### src/rtl/cpu_load_sequencer.sv
// Boot/run controller for the 16-bit CPU: streams host words into the instruction and
// data stores, releases the CPU from reset for a programmed cycle count, captures its output.
`timescale 1ns/1ps
module cpu_load_sequencer #(
  parameter int INSTR_DEPTH = 32,
  parameter int DATA_DEPTH  = 16,
  parameter int CYC_W       = 8
) (
  input  logic             clk_i,
  input  logic             rst_ni,
  input  logic             start_i,
  input  logic             abort_i,
  input  logic [5:0]       instr_count_i,
  input  logic [4:0]       data_count_i,
  input  logic [CYC_W-1:0] run_cycles_i,
  input  logic [15:0]      host_data_i,
  input  logic             host_valid_i,
  output logic             host_ready_o,
  output logic [15:0]      cpu_input_o,
  output logic [4:0]       cpu_load_address_o,
  output logic             cpu_load_o,
  output logic             cpu_is_instruction_o,
  output logic             cpu_reset_o,
  input  logic [15:0]      cpu_output_value_i,
  output logic [15:0]      result_o,
  output logic             result_valid_o,
  output logic             busy_o
);

  typedef enum logic [2:0] {IDLE, LOAD_I, LOAD_D, RUN, DONE} state_e;

  localparam logic [5:0] IMax = 6'(INSTR_DEPTH);
  localparam logic [4:0] DMax = 5'(DATA_DEPTH);

  state_e           state_q, state_d;
  logic [5:0]       iCount_q, iCount_d;
  logic [4:0]       dCount_q, dCount_d;
  logic [CYC_W-1:0] runCnt_q, runCnt_d;
  logic [5:0]       index_q, index_d;
  logic             hostReady_q, hostReady_d;
  logic [15:0]      cpuInput_q, cpuInput_d;
  logic [4:0]       cpuAddr_q, cpuAddr_d;
  logic             cpuLoad_q, cpuLoad_d;
  logic             cpuIsInstr_q, cpuIsInstr_d;
  logic             cpuReset_q, cpuReset_d;
  logic [15:0]      result_q, result_d;
  logic             resultValid_q, resultValid_d;
  logic             busy_q, busy_d;

  logic       transfer;
  logic       lastWord;
  logic [5:0] iClamp;
  logic [4:0] dClamp;

  assign iClamp   = (instr_count_i > IMax) ? IMax : instr_count_i;
  assign dClamp   = (data_count_i > DMax) ? DMax : data_count_i;
  assign transfer = hostReady_q & host_valid_i & ((state_q == LOAD_I) | (state_q == LOAD_D));
  assign lastWord = (state_q == LOAD_I) ? (index_q == iCount_q - 6'd1)
                                        : (index_q == {1'b0, dCount_q} - 6'd1);

  always_ff @(posedge clk_i or negedge rst_ni) begin
    if (!rst_ni) begin
      state_q       <= IDLE;
      iCount_q      <= '0;
      dCount_q      <= '0;
      runCnt_q      <= '0;
      index_q       <= '0;
      hostReady_q   <= 1'b0;
      cpuInput_q    <= '0;
      cpuAddr_q     <= '0;
      cpuLoad_q     <= 1'b0;
      cpuIsInstr_q  <= 1'b0;
      cpuReset_q    <= 1'b1;
      result_q      <= '0;
      resultValid_q <= 1'b0;
      busy_q        <= 1'b0;
    end else begin
      state_q       <= state_d;
      iCount_q      <= iCount_d;
      dCount_q      <= dCount_d;
      runCnt_q      <= runCnt_d;
      index_q       <= index_d;
      hostReady_q   <= hostReady_d;
      cpuInput_q    <= cpuInput_d;
      cpuAddr_q     <= cpuAddr_d;
      cpuLoad_q     <= cpuLoad_d;
      cpuIsInstr_q  <= cpuIsInstr_d;
      cpuReset_q    <= cpuReset_d;
      result_q      <= result_d;
      resultValid_q <= resultValid_d;
      busy_q        <= busy_d;
    end
  end

  // RUN spends its first cycle with the CPU still in reset so the final load pulse
  // always lands before reset falls; the counter then gives run_cycles low cycles.
  always_comb begin
    state_d       = state_q;
    iCount_d      = iCount_q;
    dCount_d      = dCount_q;
    runCnt_d      = runCnt_q;
    index_d       = index_q;
    hostReady_d   = hostReady_q;
    cpuInput_d    = cpuInput_q;
    cpuAddr_d     = cpuAddr_q;
    cpuLoad_d     = 1'b0;
    cpuIsInstr_d  = cpuIsInstr_q;
    cpuReset_d    = cpuReset_q;
    result_d      = result_q;
    resultValid_d = resultValid_q;

    if (abort_i) begin
      state_d       = IDLE;
      hostReady_d   = 1'b0;
      cpuReset_d    = 1'b1;
      resultValid_d = 1'b0;
      index_d       = '0;
    end else begin
      unique case (state_q)
        IDLE, DONE: begin
          if (start_i) begin
            iCount_d      = iClamp;
            dCount_d      = dClamp;
            runCnt_d      = run_cycles_i;
            resultValid_d = 1'b0;
            index_d       = '0;
            cpuReset_d    = 1'b1;
            if (iClamp != 6'd0) begin
              state_d     = LOAD_I;
              hostReady_d = 1'b1;
            end else if (dClamp != 5'd0) begin
              state_d     = LOAD_D;
              hostReady_d = 1'b1;
            end else begin
              state_d = RUN;
            end
          end
        end
        LOAD_I, LOAD_D: begin
          if (transfer) begin
            cpuLoad_d    = 1'b1;
            cpuInput_d   = host_data_i;
            cpuIsInstr_d = (state_q == LOAD_I);
            cpuAddr_d    = (state_q == LOAD_I) ? index_q[4:0] : {1'b0, index_q[3:0]};
            if (lastWord) begin
              index_d = '0;
              if ((state_q == LOAD_I) && (dCount_q != 5'd0)) begin
                state_d = LOAD_D;
              end else begin
                state_d     = RUN;
                hostReady_d = 1'b0;
              end
            end else begin
              index_d = index_q + 6'd1;
            end
          end
        end
        RUN: begin
          if (runCnt_q == '0) begin
            result_d      = cpu_output_value_i;
            resultValid_d = 1'b1;
            cpuReset_d    = 1'b1;
            state_d       = DONE;
          end else begin
            runCnt_d   = runCnt_q - CYC_W'(1);
            cpuReset_d = 1'b0;
          end
        end
        default: state_d = IDLE;
      endcase
    end

    busy_d = (state_d == LOAD_I) || (state_d == LOAD_D) || (state_d == RUN);
  end

  assign host_ready_o         = hostReady_q;
  assign cpu_input_o          = cpuInput_q;
  assign cpu_load_address_o   = cpuAddr_q;
  assign cpu_load_o           = cpuLoad_q;
  assign cpu_is_instruction_o = cpuIsInstr_q;
  assign cpu_reset_o          = cpuReset_q;
  assign result_o             = result_q;
  assign result_valid_o       = resultValid_q;
  assign busy_o               = busy_q;

endmodule
### config.mk
export PLATFORM = sky130hd
export DESIGN_NAME = cpu_load_sequencer
export DESIGN_NICKNAME = d
export VERILOG_FILES = /design/src/rtl/cpu_load_sequencer.sv
export SDC_FILE = /design/constraint.sdc
export NUM_CORES = 1
export LEC_CHECK = 0
export CORE_UTILIZATION = 43
export CTS_CLUSTER_SIZE = 24
export DETAILED_ROUTE_END_ITERATION = 7
export PLACE_DENSITY = 0.73
export SKIP_LAST_GASP = 1
export SLEW_MARGIN = 20
export SYNTH_ARGS = -nofsm -noshare
export SYNTH_HDL_FRONTEND = slang
export SYNTH_SLANG_ARGS = --single-unit
### constraint.sdc
create_clock -name clk_i -period 2.37 [get_ports clk_i]
set_input_delay 0.3555 -clock clk_i [delete_from_list [all_inputs] [get_ports clk_i]]
set_output_delay 0.3555 -clock clk_i [all_outputs]
set_load 0.1 [all_outputs]
==> results of run 1 <==
## cell families (layout without fill, tap and decap cells)
| kind of cell | count (synthesis) | count (layout) | share of synthesized area |
|---|---|---|---|
| fa+ha+maj | 3 | 3 | 0.0108 |
| buf+inv | 21 | 152 | 0.0303 |
| xor+xnor | 10 | 10 | 0.0296 |
| mux | 45 | 45 | 0.144 |
| compound gates | 62 | 62 | 0.115 |
| flops | 71 | 71 | 0.513 |
| simple gates | 99 | 99 | 0.157 |
## placed cells by master (no fill, tap or decap), types with 3 or more instances in the layout
cell	instances
sky130_fd_sc_hd__nor2_1	20
sky130_fd_sc_hd__a21o_1	4
sky130_fd_sc_hd__buf_12	3
sky130_fd_sc_hd__or4_1	3
sky130_fd_sc_hd__o21ai_0	26
sky130_fd_sc_hd__nor3b_1	3
sky130_fd_sc_hd__mux2i_1	5
sky130_fd_sc_hd__nand2_1	22
sky130_fd_sc_hd__xnor2_2	5
sky130_fd_sc_hd__buf_4	72
sky130_fd_sc_hd__nor3_1	10
sky130_fd_sc_hd__xnor2_1	3
sky130_fd_sc_hd__inv_1	5
sky130_fd_sc_hd__mux2_2	39
sky130_fd_sc_hd__nand3_1	7
sky130_fd_sc_hd__nand2b_1	14
sky130_fd_sc_hd__a21oi_1	14
sky130_fd_sc_hd__dfrtp_1	69
sky130_fd_sc_hd__clkdlybuf4s50_1	54
sky130_fd_sc_hd__clkbuf_8	11
sky130_fd_sc_hd__nor4_1	3
## cell type report
class,instances,area share
timing repair buffer,131,0.235
clock inverter,5,0.0114
multi-input combinational,219,0.331
sequential,71,0.362
clock buffer,11,0.0308
tap,102,0.0259
inverter,5,0.00382
## per-stage QoR
stage / total power, mW / instances / area [µm²] / hold WS [ns]
global route: 4.20 / 544 / 4920 / 0.526
global placement: 2.99 / 523 / 4630 / 0.372
floorplan: 2.59 / 311 / 3470 / 0.0599
detailed placement: 3.01 / 523 / 4630 / 0.369
CTS: 4.05 / 543 / 4900 / 0.514
finish: 4.02 / 544 / 4920 / 0.508
## worst max-delay path, stage by stage (launching register included)
cell and delay, ns:
sky130_fd_sc_hd__dfrtp_1 0.41, sky130_fd_sc_hd__nor3b_4 0.28, sky130_fd_sc_hd__mux2i_1 0.30, sky130_fd_sc_hd__ha_2 0.25, sky130_fd_sc_hd__xnor2_2 0.13, sky130_fd_sc_hd__xnor2_1 0.17
sky130_fd_sc_hd__nand3_2 0.16, sky130_fd_sc_hd__o41ai_4 0.23, sky130_fd_sc_hd__buf_4 0.20, sky130_fd_sc_hd__nor2_1 0.05, sky130_fd_sc_hd__a221o_1 0.26
## synth_stat cells, drive strengths merged, types with 3 or more instances
master  instances  area share
nand2          22       0.024
or4             3      0.0065
a21o            4      0.0087
buf             6       0.014
o21ai          28       0.040
clkbuf         10       0.011
nor2           21       0.023
nand2b         14       0.025
ha              3       0.011
nand3           8       0.013
mux2i           6       0.017
nor2b           3      0.0054
xnor2           8       0.022
nor4            4       0.012
inv             5      0.0054
dfrtp          70        0.51
a21oi          15       0.022
nor3b           4       0.012
mux2           39        0.13
nor3           10       0.014
## flip-flops by register name, indices dropped and copies added (netlist names)
register,count
busy_o,1
cpu_input_o,16
cpu_is_instruction_o,1
cpu_load_address_o,5
cpu_load_o,1
cpu_reset_o,1
dCount_q,5
host_ready_o,1
iCount_q,6
index_q,6
result_o,16
result_valid_o,1
runCnt_q,8
state_q,3
## repair_timing
| action | 4_1_cts | 5_1_grt |
|---|---|---|
| resized for setup | 4 | 2 |
| cloned | 0 | 0 |
| hold buffers | 1 | 0 |
| hold endpoints to repair | 10 | 0 |
| pin swaps | 6 | 9 |
| setup buffers | 3 | 1 |
| setup endpoints to repair | 6 | 9 |
## path summary, 6_finish.rpt
path / to / slack [ns] / cells after the start
setup reg to reg: index_q[3] / -0.17 / 10
hold reg to reg: result_o[12] / 0.51 / 1
setup / recovery: index_q[3] / -0.17 / 10
max in group asynchronous: cpu_is_instruction_o / 1.19 / 3
hold / removal: result_o[12] / 0.51 / 1
min in group asynchronous: runCnt_q[4] / 0.53 / 2
## power groups by stage
| stage | Sequential (mW) | Clock, mW | Combinational (mW) |
|---|---|---|---|
| floorplan | 2.22 | 0 | 0.365 |
| global placement | 1.48 | 0 | 1.51 |
| detailed placement | 1.49 | 0 | 1.52 |
| CTS | 1.47 | 1.02 | 1.56 |
| global route | 1.49 | 1.07 | 1.64 |
| finish | 1.47 | 0.989 | 1.56 |
## layer usage
layer,up-vias,track usage
li1,1359,-
met1,1350,0.237
met2,71,0.334
met3,11,0.0522
met4,0,0.0560
met5,-,0
==> report_table.html, run 1 <==
<table>
<tr><th>Metric</th><th>Value</th></tr>
<tr><th colspan="2">Drt</th></tr>
<tr><td>Top routing layer used</td><td>met4</td></tr>
<tr><td>DR iter-0 viols</td><td>~130</td></tr>
<tr><td>Met1 wire length</td><td>3400 µm</td></tr>
<tr><td># DRC</td><td>0</td></tr>
<tr><td>Final antenna-violating net count</td><td>0</td></tr>
<tr><td>Per-cell via count in the routed design</td><td>5.13</td></tr>
<tr><td>Wire length on met3</td><td>approximately 360 µm</td></tr>
<tr><td>Total via count in the routed design</td><td>2,791</td></tr>
<tr><td>Number of iterations in the first detailed-routing pass</td><td>4</td></tr>
<tr><td>Met2 WL post-DR</td><td>3760 µm</td></tr>
<tr><td>Drt wl/cell</td><td>~14 µm</td></tr>
<tr><td>Routed wire length</td><td>7630 µm</td></tr>
<tr><th colspan="2">Logic synthesis</th></tr>
<tr><td>Distinct cell type count after synthesis</td><td>49</td></tr>
<tr><td>Most frequently used flop master after synthesis</td><td>sky130_fd_sc_hd__dfrtp_1</td></tr>
<tr><td>Seq/Total Area, Yosys</td><td>0.513</td></tr>
<tr><td>Number of flops mapped to enable cells by yosys</td><td>0</td></tr>
<tr><td>Share of flip-flops with an asynchronous set or reset</td><td>1.00</td></tr>
<tr><td>Synthesized area divided by synthesized cell count</td><td>11.1 µm²</td></tr>
<tr><td>Post-synthesis sequential element count</td><td>a little over 70</td></tr>
<tr><td>Yosys warning total</td><td>0</td></tr>
<tr><td>Cell area after synthesis</td><td>0.00347 mm²</td></tr>
<tr><td>Syn Nets</td><td>370</td></tr>
<tr><td>Cells after Synth</td><td>311</td></tr>
<tr><th colspan="2">Floorplan</th></tr>
<tr><td>Die Height</td><td>91.8 µm</td></tr>
<tr><td>Chip Width</td><td>91.8 µm</td></tr>
<tr><td>Starting density of the core</td><td>0.446</td></tr>
<tr><td>Number of placement rows</td><td>32</td></tr>
<tr><td>I/O pin cnt</td><td>99</td></tr>
<tr><td>Core ar.</td><td>approximately 0.0078 mm²</td></tr>
<tr><td>Die footprint</td><td>approximately 0.0084 mm²</td></tr>
<tr><th colspan="2">STA</th></tr>
<tr><td>Final hold vios</td><td>0</td></tr>
<tr><td>Fmax</td><td>394 MHz</td></tr>
<tr><td>Final total negative setup slack</td><td>-0.604 ns</td></tr>
<tr><td>Relative slew slack</td><td>0.639</td></tr>
<tr><td>Final period demand of the worst path</td><td>2.54 ns</td></tr>
<tr><td>Worst clock skew</td><td>0.00564 ns</td></tr>
<tr><td>Worst setup margin</td><td>-0.170 ns</td></tr>
<tr><td>Crit share post-route</td><td>1.07</td></tr>
<tr><td>Final Slew Violations</td><td>0</td></tr>
<tr><td>Count of endpoints failing setup in the final report</td><td>6</td></tr>
<tr><td>Transition time at the pin with the least slew margin</td><td>between 0.5 and 0.6 ns</td></tr>
<tr><td>Unrepaired setup endpoints after global routing</td><td>yes</td></tr>
<tr><th colspan="2">GRT</th></tr>
<tr><td>Total congestion overflow</td><td>0</td></tr>
<tr><td>Maximum number of pins on one net before global-route repair</td><td>51</td></tr>
<tr><td>Global Route Usage Sum</td><td>0.193</td></tr>
<tr><td>Antenna violations before repair</td><td>0</td></tr>
<tr><td>Vias in the first global route</td><td>2,800</td></tr>
<tr><td>Global-route wire length before repair</td><td>roughly 13,000 µm</td></tr>
<tr><th colspan="2">Clock tree</th></tr>
<tr><td>Total number of clock tree sinks</td><td>71</td></tr>
<tr><td>Clock tree from TritonCTS</td><td>built</td></tr>
<tr><td>Count of H-tree levels built during CTS</td><td>3</td></tr>
<tr><td>Master cell of the clock root buffer</td><td>sky130_fd_sc_hd__clkbuf_8</td></tr>
<tr><td>Clock-pin transition on the worst setup and hold timing paths</td><td>0.08 ns</td></tr>
<tr><td>CTS Buf Count</td><td>9</td></tr>
<tr><td>Worst-case clock buffer depth</td><td>2</td></tr>
<tr><td>Worst-Skew Late Latency</td><td>0.34 ns</td></tr>
<tr><th colspan="2">Setup path</th></tr>
<tr><td>Start of the worst register-to-register path</td><td>state_q[1]</td></tr>
<tr><td>Crit. End Element</td><td>register</td></tr>
<tr><td>Arrival time of data at the critical path endpoint</td><td>2.76 ns</td></tr>
<tr><td>Worst setup path category</td><td>register to register</td></tr>
<tr><td>Launch point of the critical path</td><td>state_q[1]</td></tr>
<tr><td>Data required time at the worst endpoint</td><td>2.59 ns</td></tr>
<tr><td>Kind of launch point of the worst setup path</td><td>register</td></tr>
<tr><td>Peak fanout along the critical path</td><td>7</td></tr>
<tr><th colspan="2">Place</th></tr>
<tr><td>Count of input and output buffers</td><td>98</td></tr>
<tr><td>Global placer's final weighted congestion</td><td>0.800</td></tr>
<tr><td>Dpl ws</td><td>-0.151 ns</td></tr>
<tr><td>HPWL after DPL</td><td>5600 µm</td></tr>
<tr><th colspan="2">Power and ir drop</th></tr>
<tr><td>Cell internal pwr</td><td>2.39 mW</td></tr>
<tr><td>Portion of total power attributed to the clock network</td><td>0.246</td></tr>
<tr><td>Combinational power share</td><td>0.389</td></tr>
<tr><td>Standby leakage power</td><td>approximately 2.2 nW</td></tr>
<tr><td>Power density over the cells</td><td>817 mW/mm²</td></tr>
<tr><td>Worst supply voltage drop on vdd</td><td>0.445 mV</td></tr>
<tr><td>Switching share of power</td><td>0.405</td></tr>
<tr><td>Net switching power</td><td>1.63 mW</td></tr>
<tr><td>Flop pwr share</td><td>0.365</td></tr>
<tr><th colspan="2">Outcome</th></tr>
<tr><td>Result of the run</td><td>finished, violations left</td></tr>
<tr><td>Failing checks</td><td>negative setup slack</td></tr>
<tr><th colspan="2">Run</th></tr>
<tr><td>Number of violations of the max-capacitance limit</td><td>0</td></tr>
<tr><th colspan="2">Final layout</th></tr>
<tr><td>Synthesis-to-finish area growth</td><td>41.9%</td></tr>
<tr><td>Antenna diode count</td><td>0</td></tr>
<tr><td>Nets@finish</td><td>496</td></tr>
<tr><td>Proportion of layout cells with a drive suffix above 1</td><td>0.342</td></tr>
<tr><td>Sequential cell area</td><td>0.00178 mm²</td></tr>
<tr><td>Number of fillers in the final layout</td><td>675</td></tr>
<tr><td>Area of combinational cells with multiple inputs</td><td>0.00163 mm²</td></tr>
<tr><td>Final Util</td><td>0.633</td></tr>
<tr><th colspan="2">Worst hold path</th></tr>
<tr><td>Worst hold path startpoint</td><td>result_o[12]</td></tr>
<tr><td>Worst min path class</td><td>register to register</td></tr>
</table>
Note: power is estimated with default switching activity, not from simulation.
==> inputs of run 2 (changes only) <==
CAP_MARGIN = 20   (was unset)
CORE_UTILIZATION = 45   (was 43)
CTS_BUF_LIST = sky130_fd_sc_hd__clkbuf_2   (was unset)
PLACE_DENSITY = 0.76   (was 0.73)
SKIP_LAST_GASP = unset   (was 1)
==> report_table.html, run 2 (synthesis results as in run 1) <==
<table>
<tr><th>Metric</th><th>Value</th></tr>
<tr><th colspan="2">Outcome</th></tr>
<tr><td>Result of the run</td><td>finished, violations left</td></tr>
<tr><td>Failing checks</td><td>negative setup slack</td></tr>
<tr><th colspan="2">Final layout</th></tr>
<tr><td>Final Util</td><td>0.660 (+0.0271)</td></tr>
<tr><td>Final instance count without filler cells</td><td>544 (unchanged)</td></tr>
<tr><td>Final std cell area, no fill</td><td>0.00484 mm² (-1.6%)</td></tr>
<tr><td>Nets@finish</td><td>499 (+0.60%)</td></tr>
<tr><td>Proportion of layout cells with a drive suffix above 1</td><td>0.348 (+0.00669)</td></tr>
<tr><td>Synthesis-to-finish area growth</td><td>39.6%</td></tr>
<tr><td>Antenna diode count</td><td>0 (unchanged)</td></tr>
<tr><td>Commonest cells after routing, fill and taps aside</td><td>sky130_fd_sc_hd__buf_4 (73), sky130_fd_sc_hd__dfrtp_1 (69), sky130_fd_sc_hd__clkdlybuf4s50_1 (54)</td></tr>
<tr><td>Most common cell after layout, fill and taps aside</td><td>sky130_fd_sc_hd__buf_4</td></tr>
<tr><th colspan="2">Clock tree</th></tr>
<tr><td>CTS Buf Count</td><td>9 (unchanged)</td></tr>
<tr><td>Master cell of the clock root buffer</td><td>sky130_fd_sc_hd__clkbuf_2</td></tr>
<tr><td>Worst-Skew Late Latency</td><td>0.50 ns (+0.16 ns)</td></tr>
<tr><td>Clock tree from TritonCTS</td><td>built</td></tr>
<tr><td>Worst-case clock buffer depth</td><td>2 (unchanged)</td></tr>
<tr><td>Count of H-tree levels built during CTS</td><td>3 (unchanged)</td></tr>
<tr><td>Clock-pin transition on the worst setup and hold timing paths</td><td>0.21 ns (+0.13 ns)</td></tr>
<tr><td>Total number of clock tree sinks</td><td>71 (unchanged)</td></tr>
<tr><th colspan="2">Power and ir drop</th></tr>
<tr><td>Combinational power share</td><td>0.433 (+0.044)</td></tr>
<tr><td>Portion of total power attributed to the clock network</td><td>0.163 (-0.083)</td></tr>
<tr><td>Worst supply voltage drop on vdd</td><td>0.267 mV (-40%)</td></tr>
<tr><td>Cell internal pwr</td><td>1.99 mW (-17%)</td></tr>
<tr><td>Switching share of power</td><td>0.453 (+0.0479)</td></tr>
<tr><td>Flop pwr share</td><td>0.404 (+0.039)</td></tr>
<tr><td>Power density over the cells</td><td>751 mW/mm² (-8.1%)</td></tr>
<tr><td>Standby leakage power</td><td>2.16 nW (-2.0%)</td></tr>
<tr><td>Net switching power</td><td>1.65 mW (+1.1%)</td></tr>
<tr><th colspan="2">Worst hold path</th></tr>
<tr><td>Worst min path class</td><td>primary input to async pin</td></tr>
<tr><th colspan="2">Setup path</th></tr>
<tr><td>Worst setup path category</td><td>register to register</td></tr>
<tr><td>Start of the worst register-to-register path</td><td>state_q[1]</td></tr>
<tr><td>Crit. End Element</td><td>register</td></tr>
<tr><td>Kind of launch point of the worst setup path</td><td>register</td></tr>
<tr><td>Data required time at the worst endpoint</td><td>2.77 ns (+0.18 ns)</td></tr>
<tr><td>Peak fanout along the critical path</td><td>7 (unchanged)</td></tr>
<tr><td>Arrival time of data at the critical path endpoint</td><td>3.00 ns (+0.24 ns)</td></tr>
<tr><td>Reg2Reg Depth</td><td>10 (unchanged)</td></tr>
<tr><td>Register-to-register setup slack</td><td>-0.24 ns (-0.07 ns)</td></tr>
<tr><td>Worst reg2reg endpoint</td><td>index_q[3]</td></tr>
<tr><th colspan="2">Floorplan</th></tr>
<tr><td>Die Height</td><td>89.8 µm (-2.2%)</td></tr>
<tr><td>Starting density of the core</td><td>0.473 (+0.0266)</td></tr>
<tr><td>I/O pin cnt</td><td>99 (unchanged)</td></tr>
<tr><td>Core ar.</td><td>0.00733 mm² (-5.6%)</td></tr>
<tr><td>Chip Width</td><td>89.8 µm (-2.2%)</td></tr>
<tr><td>Die footprint</td><td>0.00806 mm² (-4.4%)</td></tr>
<tr><td>Number of placement rows</td><td>31 (-3.1%)</td></tr>
<tr><th colspan="2">Place</th></tr>
<tr><td>Instance area at placement</td><td>0.00464 mm² (about the same)</td></tr>
<tr><td>Global placer's final weighted congestion</td><td>0.856 (+7.0%)</td></tr>
<tr><td>Post-placement cell count</td><td>521 (-0.38%)</td></tr>
<tr><td>HPWL after DPL</td><td>5910 µm (+5.6%)</td></tr>
<tr><td>Count of input and output buffers</td><td>98 (unchanged)</td></tr>
<tr><td>Dpl ws</td><td>-0.202 ns (-0.0514 ns)</td></tr>
<tr><th colspan="2">Run</th></tr>
<tr><td>Number of violations of the max-capacitance limit</td><td>0 (unchanged)</td></tr>
<tr><th colspan="2">STA</th></tr>
<tr><td>Final Slew Violations</td><td>0 (unchanged)</td></tr>
<tr><td>Worst clock skew</td><td>0.0258 ns (+0.0202 ns)</td></tr>
<tr><td>Unrepaired setup endpoints after global routing</td><td>yes</td></tr>
<tr><td>Final period demand of the worst path</td><td>2.61 ns (+0.0655 ns)</td></tr>
<tr><td>Transition time at the pin with the least slew margin</td><td>0.530 ns (-0.0106 ns)</td></tr>
<tr><td>Count of endpoints failing setup in the final report</td><td>9 (+3)</td></tr>
<tr><td>Final hold vios</td><td>0 (unchanged)</td></tr>
<tr><td>Worst setup margin</td><td>-0.236 ns (-0.0655 ns)</td></tr>
<tr><td>Relative slew slack</td><td>0.646 (+0.00705)</td></tr>
<tr><td>Fmax</td><td>384 MHz (-2.5%)</td></tr>
<tr><td>Crit share post-route</td><td>1.10 (+0.0276)</td></tr>
<tr><th colspan="2">Drt</th></tr>
<tr><td># DRC</td><td>0 (unchanged)</td></tr>
<tr><td>Per-cell via count in the routed design</td><td>5.13 (about the same)</td></tr>
<tr><td>Drt wl/cell</td><td>14.7 µm (+5.0%)</td></tr>
<tr><td>Total via count in the routed design</td><td>2,793 (+0.072%)</td></tr>
<tr><td>Routed wire length</td><td>8020 µm (+5.0%)</td></tr>
<tr><td>DR iter-0 viols</td><td>100 (-21%)</td></tr>
<tr><td>Final antenna-violating net count</td><td>0 (unchanged)</td></tr>
<tr><td>Number of iterations in the first detailed-routing pass</td><td>4 (unchanged)</td></tr>
<tr><th colspan="2">GRT</th></tr>
<tr><td>Vias in the first global route</td><td>2,865 (+2.3%)</td></tr>
<tr><td>Global Route Usage Sum</td><td>0.210 (+0.0166)</td></tr>
<tr><td>Total congestion overflow</td><td>0 (unchanged)</td></tr>
<tr><td>Global-route wire length before repair</td><td>13,400 µm (+3.4%)</td></tr>
<tr><td>Antenna violations before repair</td><td>0 (unchanged)</td></tr>
<tr><td>Maximum number of pins on one net before global-route repair</td><td>50 (-2.0%)</td></tr>
</table>
## run 2: power by group through the flow
| stage | sequential (mW) | combinational (mW) | clock (mW) |
|---|---|---|---|
| 3_5_place_dp | 1.49 | 1.53 | 0 |
| 6_report | 1.47 | 1.57 | 0.592 |
| 3_3_place_gp | 1.48 | 1.51 | 0 |
| 5_1_grt | 1.50 | 1.65 | 0.661 |
| 2_1_floorplan | 2.22 | 0.365 | 0 |
| 4_1_cts | 1.47 | 1.57 | 0.617 |
## run 2: layer usage
metal  vias to the layer above  part of all wire  global-route usage
li1                       1369                 -                   -
met1                      1354              0.43               0.253
met2                        63              0.52               0.367
met3                         7             0.038              0.0364
met4                         0             0.011              0.0915
met5                         -                 0                   0
## run 2: cell type report
cell class | count | area, µm²
clock buffer | 9 | 45.0
timing repair buffer | 134 | 1190
fill | 567 | 2490
sequential | 71 | 1780
clock inverter | 7 | 48.8
tap | 99 | 124
inverter | 5 | 18.8
multi-input combinational | 219 | 1640
## run 2: worst max path at each step
stage | from | to | slack (ns) | depth (start not counted)
CTS | state_q[2] | index_q[3] | -0.23 | 10
global route | state_q[1] | index_q[4] | -0.35 | 10
finish | state_q[1] | index_q[3] | -0.24 | 10
detailed placement | state_q[1] | index_q[3] | -0.20 | 9
global placement | state_q[1] | index_q[3] | -0.04 | 9
floorplan | state_q[2] | index_q[3] | -0.14 | 10
## run 2: repair_timing
| item | CTS | global route |
|---|---|---|
| buffers inserted | 4 | 2 |
| gates resized for setup | 6 | 6 |
| hold buffers | 1 | 0 |
| endpoints found under the hold margin | 22 | 0 |
| setup endpoints to repair | 9 | 9 |
| pin swaps | 11 | 12 |
## run 2: worst max-delay path: stages (launching register included)
cell	delay, ns
sky130_fd_sc_hd__dfrtp_1	0.46
sky130_fd_sc_hd__nor3b_4	0.32
sky130_fd_sc_hd__mux2i_2	0.29
sky130_fd_sc_hd__ha_2	0.25
sky130_fd_sc_hd__xnor2_2	0.08
sky130_fd_sc_hd__xnor2_1	0.21
sky130_fd_sc_hd__nand3_2	0.17
sky130_fd_sc_hd__o41ai_4	0.26
sky130_fd_sc_hd__buf_6	0.18
sky130_fd_sc_hd__nor2_2	0.03
sky130_fd_sc_hd__a221o_1	0.26
## run 2: per-stage QoR
| stage | hold WS [ns] | power, mW | TNS [ns] |
|---|---|---|---|
| finish | 0.340 | 3.63 | -1.35 |
| global route | 0.358 | 3.81 | -2.47 |
| CTS | 0.322 | 3.66 | -1.34 |
| detailed placement | 0.362 | 3.03 | -0.876 |
| global placement | 0.359 | 2.99 | -0.0993 |
| floorplan | 0.0599 | 2.59 | -0.489 |
